### src/rtl/traffic_light_monitor.sv
// traffic_light_monitor: checks the one-hot light bus for encoding, sequence and dwell faults, and counts light cycles.
// Define TLM_DWELL_CHECK_EN to enable dwell-time checking (fault codes 3 and 4).
module traffic_light_monitor #(
  parameter int DW        = 8,
  parameter int RED_DWELL = 31,
  parameter int YEL_DWELL = 11,
  parameter int GRN_DWELL = 41
) (
  input  logic          clk,
  input  logic          rst,
  input  logic [2:0]    light_in,
  input  logic          clr_fault,
  output logic          fault,
  output logic [2:0]    fault_code,
  output logic [DW-1:0] cur_dwell,
  output logic [15:0]   cycle_cnt,
  output logic          cycle_done,
  output logic [1:0]    dbg_state
);

  typedef enum logic [1:0] {
    S_OFF = 2'd0,
    S_RED = 2'd1,
    S_YEL = 2'd2,
    S_GRN = 2'd3
  } state_t;

  localparam logic [2:0] C_NONE  = 3'd0;
  localparam logic [2:0] C_ENC   = 3'd1;
  localparam logic [2:0] C_TRANS = 3'd2;
  localparam logic [2:0] C_SHORT = 3'd3;
  localparam logic [2:0] C_LONG  = 3'd4;

  // Dwell limits must fit in the dwell counter.
  if (RED_DWELL >= (2 ** DW) || YEL_DWELL >= (2 ** DW) || GRN_DWELL >= (2 ** DW)) begin : g_bad_dwell
    $error("traffic_light_monitor: a dwell limit does not fit in DW bits");
  end

  state_t        state, state_nx, samp, succ;
  logic          samp_ok, same, legal;
  logic          short_dwell, long_dwell, cyc;
  logic [DW-1:0] dwell_nx;
  logic [2:0]    code;

  always_comb begin
    samp    = S_OFF;
    samp_ok = 1'b1;
    case (light_in)
      3'b000:  samp = S_OFF;
      3'b001:  samp = S_RED;
      3'b010:  samp = S_YEL;
      3'b100:  samp = S_GRN;
      default: samp_ok = 1'b0;
    endcase
  end

  always_comb begin
    case (state)
      S_OFF:   succ = S_RED;
      S_RED:   succ = S_YEL;
      S_YEL:   succ = S_GRN;
      default: succ = S_RED;
    endcase
  end

  assign same  = samp_ok && (samp == state);
  assign legal = (samp == S_OFF) || (samp == succ);

`ifdef TLM_DWELL_CHECK_EN
  logic [DW-1:0] req_dwell;
  logic          long_seen, long_seen_nx;

  always_comb begin
    case (state)
      S_RED:   req_dwell = DW'(RED_DWELL);
      S_YEL:   req_dwell = DW'(YEL_DWELL);
      S_GRN:   req_dwell = DW'(GRN_DWELL);
      default: req_dwell = '0;
    endcase
  end

  // long_seen keeps code 4 to one report per dwell episode, even when the counter saturates.
  always_comb begin
    long_dwell   = 1'b0;
    short_dwell  = 1'b0;
    long_seen_nx = long_seen;
    if (samp_ok) begin
      if (same) begin
        if (state != S_OFF && cur_dwell == req_dwell && !long_seen) begin
          long_dwell   = 1'b1;
          long_seen_nx = 1'b1;
        end
      end else begin
        long_seen_nx = 1'b0;
        short_dwell  = legal && (samp != S_OFF) && (state != S_OFF) && (cur_dwell < req_dwell);
      end
    end
  end

  always_ff @(posedge clk or negedge rst) begin
    if (!rst) long_seen <= 1'b0;
    else      long_seen <= long_seen_nx;
  end
`else
  assign short_dwell = 1'b0;
  assign long_dwell  = 1'b0;
`endif

  // Code priority 1 > 2 > 3 > 4 falls out of the branch structure.
  always_comb begin
    state_nx = state;
    dwell_nx = cur_dwell;
    code     = C_NONE;
    cyc      = 1'b0;
    if (!samp_ok) begin
      code = C_ENC;
    end else if (same) begin
      if (cur_dwell != '1) dwell_nx = cur_dwell + DW'(1);
      if (long_dwell) code = C_LONG;
    end else begin
      state_nx = samp;
      dwell_nx = DW'(1);
      if (!legal)                              code = C_TRANS;
      else if (short_dwell)                    code = C_SHORT;
      else if (state == S_GRN && samp == S_RED) cyc = 1'b1;
    end
  end

  always_ff @(posedge clk or negedge rst) begin
    if (!rst) state <= S_OFF;
    else      state <= state_nx;
  end

  always_ff @(posedge clk or negedge rst) begin
    if (!rst) begin
      fault      <= 1'b0;
      fault_code <= C_NONE;
      cur_dwell  <= '0;
      cycle_cnt  <= '0;
      cycle_done <= 1'b0;
    end else begin
      cur_dwell  <= dwell_nx;
      cycle_done <= cyc;
      if (cyc && cycle_cnt != 16'hFFFF) cycle_cnt <= cycle_cnt + 16'd1;
      // A fresh fault on the clearing edge takes precedence over the clear.
      if (code != C_NONE && (!fault || clr_fault)) begin
        fault      <= 1'b1;
        fault_code <= code;
      end else if (clr_fault) begin
        fault      <= 1'b0;
        fault_code <= C_NONE;
      end
    end
  end

  assign dbg_state = state;

endmodule

### config.mk
export PLATFORM = sky130hd
export DESIGN_NAME = traffic_light_monitor
export DESIGN_NICKNAME = d
export VERILOG_FILES = /design/src/rtl/traffic_light_monitor.sv
export SDC_FILE = /design/constraint.sdc
export NUM_CORES = 1
export LEC_CHECK = 0
export CORE_UTILIZATION = 40
export DETAILED_ROUTE_END_ITERATION = 8
export GPL_TIMING_DRIVEN = 0
export SLEW_MARGIN = 30
export SYNTH_ARGS = -nofsm -noshare
export SYNTH_HDL_FRONTEND = slang
export SYNTH_SLANG_ARGS = --single-unit
export TNS_END_PERCENT = 100
### constraint.sdc
create_clock -name clk -period 3 [get_ports clk]
set_input_delay 0.6 -clock clk [delete_from_list [all_inputs] [get_ports clk]]
set_output_delay 0.6 -clock clk [all_outputs]
set_load 0.01 [all_outputs]
==> flow_summary.toml <==
[timing]
finalHoldViolations = 0
report.final.slew_viol_count = 0
grt_setup_unrepaired = "false"
setup_viol = 0
max_slew.worst_pin.slew_ns = 0.687
fmax_ghz = 0.406
finalSetupTns_ns = 0
clock_skew_ns = 0.00531
post-route-min-period_ns = 2.46
slew_headroom_pct = 54.2
fin_crit_sh_pct = 82.1

[cts]
cts_tree = "yes"
cts_setup_buffers = 0
cts_num_sinks = 30
cts_root_buffer = "clkbuf_8"
clockBufferDepth = 2
clkLatencyLatePin_ns = 0.27
h-tree-depth = 2
clk_pin_slew_ns = 0.06
postCtsHoldBufs = 0
cts_resized = 0
numCtsBuffers = 5

[route]
routed_wl_mm = 3.89
drc = 0
drt_first_pass_iters = 4
vias_per_cell = 5.54
vias = 1469
first_iter_violations = 108
wl_per_cell_um = 14.7
route.antenna.remaining_nets = 0

[hold_path]
hold_path.class = "in2async"

[synthesis]
netlist_area_um2 = 1800
syn_nets = 184
synth_area_leader_cell = "dfrtp_1"
synthTopCellsByArea = "dfrtp_1, xor2_1, a2111oi_4, ha_1, a2111oi_2"
ys_types = 50
synth_warnings = 0
synth_cells = 174
syn_area_per_cell_um2 = 10.3
synth.top_cell.area_share_pct = 41.7
yosys_register_bits = 30
seq_area_frac_synth_pct = 41.7

[critical_path]
max_stage_delay_ns = 0.37
cp.arrival_ns = 2.62
cp_slowest_cell = "dfrtp_1"
critical_path_class = "reg2reg"
critPathBufInv = 3
worst_setup_path_start_kind = "register"
cp_top_family = "buffers and inverters"
crit_path_end_kind = "register"
cp_max_fo = 10
cp_cell_sequence = "clkbuf_1, inv_1, ha_1, nor2b_1, o2111ai_2, buf_6, a21oi_1, mux2_2"
cp.required_ns = 3.16

[layout]
fill_cells = 374
antenna_cells = 0
multi_input_area_um2 = 951
drive_gt1_share_pct = 15.0
layout_common_cells = "clkdlybuf4s50_1, dfrtp_1, xor2_1"
area_delta_synth_final_pct = 26.3
layout.nets = 224
seq_area_um2 = 751
final_common_cell = "clkdlybuf4s50_1"

[grt]
grt.total_usage_pct = 17.2
grt_max_degree = 31
grt_pass1_wl_mm = 6.64
antenna_found_initial = 0
overflow = 0
grt_pass1_vias = 1398

[die]
initial_core_util_pct = 41.4
core-area_um2 = 4350
die_area_um2 = 4770
dieHeight_um = 69.1
pin_count = 37
rows = 24
die_w_um = 69.1

[placed_design]
gp_congestion = 0.777
place_hpwl_mm = 2.83
port_buffers = 33

[pwr]
peakVddDrop_uv = 210
power.total_mw = 0.963
cellLeakagePower_nw = 0.951
power_density_nw_per_um2 = 424

[flow_run]
maxCapViolCount = 0

[status]
status = "finished clean"
==> sequential cells by signal (all words and copies together) (netlist names) <==
register,count
cur_dwell,8
cycle_cnt,16
cycle_done,1
dbg_state,2
fault,1
fault_code,2
==> logic make-up (layout without fill, tap and decap cells) <==
logic type | Yosys count | count (layout) | share of synthesized area [%]
XOR/XNOR | 14 | 14 | 6.81
AND/OR/NAND/NOR | 58 | 58 | 17.9
other | 1 | 1 | 0.208
buffers and inverters | 18 | 57 | 5.49
AO/OA/AOI/OAI | 43 | 43 | 21.5
flip-flops | 30 | 30 | 41.7
adder cells (fa/ha/maj) | 5 | 5 | 3.41
multiplexers | 5 | 5 | 3.06
==> path summary, 6_finish.rpt <==
kind / from / depth (start not counted) / slack (ns) / end
max: dbg_state[1]$_DFFE_PN0P_ / 8 / 0.54 / cycle_cnt[1]$_DFFE_PN0P_
min: rst / 1 / 0.36 / fault_code[0]$_DFFE_PN0P_
max reg2reg: dbg_state[1]$_DFFE_PN0P_ / 8 / 0.54 / cycle_cnt[1]$_DFFE_PN0P_
min reg2reg: cycle_cnt[6]$_DFFE_PN0P_ / 1 / 0.52 / cycle_cnt[6]$_DFFE_PN0P_
max in group asynchronous: rst / 1 / 2.19 / cycle_cnt[1]$_DFFE_PN0P_
min in group clk: cycle_cnt[6]$_DFFE_PN0P_ / 1 / 0.52 / cycle_cnt[6]$_DFFE_PN0P_
==> synthesized netlist by cell type (all sizes together) <==
master and number:
a31oi 5, nor2 11, o22ai 1, a211oi 3, o2111a 1, dfrtp 30
mux2 4, nor2b 4, nor4 2, nor3 4, a2111oi 8, o2111ai 1
nand4 5, o32ai 1, o311a 1, a22o 1, conb 1, and2 3
maj3 1, o21ai 3, inv 9, a211o 3, buf 7, o22a 1
or2 3, nand2b 5, nand2 7, a31o 2, a21boi 1, and4 2
a221oi 1, nor3b 2, and2b 1, a311oi 1, or3 2, xnor2 3
mux2i 1, a22oi 1, nand3 7, xor2 11, clkbuf 2, a21oi 8
ha 4
==> final cells by class <==
class,instances,share of cell area (%)
buffer,9,2.86
clock buffer,6,3.63
sequential,30,33.0
tap,52,2.86
multi-input combinational,126,41.8
timing repair buffer,33,14.3
inverter,9,1.49
==> report_power, final <==
part	internal, mW	leakage (nW)	switching [mW]	total (mW)
clock network	0.177	0.0431	0.141	0.318
logic	0.0949	0.517	0.0903	0.185
registers	0.430	0.391	0.0308	0.460
total	0.701	0.951	0.262	0.963
==> stage by stage <==
stage	cell area [µm²]	worst slack (ns)	std cells	utilization [%]	hold slack, ns
after floorplan	1800	0.758	174	-	0.304
after global placement	2200	0.585	259	50.4	0.503
after detailed placement	2190	0.536	259	50.3	0.505
after CTS	2270	0.542	265	52.2	0.391
after global routing	2270	0.342	265	52.2	0.423
final	2270	0.536	265	52.2	0.361
==> metal layers <==
metal,part of all wire [%],global-route usage (%),vias to the layer above
met5,0,0,-
met4,1.5,5.90,0
met3,4.4,4.53,8
met2,46,26.1,39
met1,48,23.6,705
li1,-,-,717
Power figures use the tool's default switching activity.
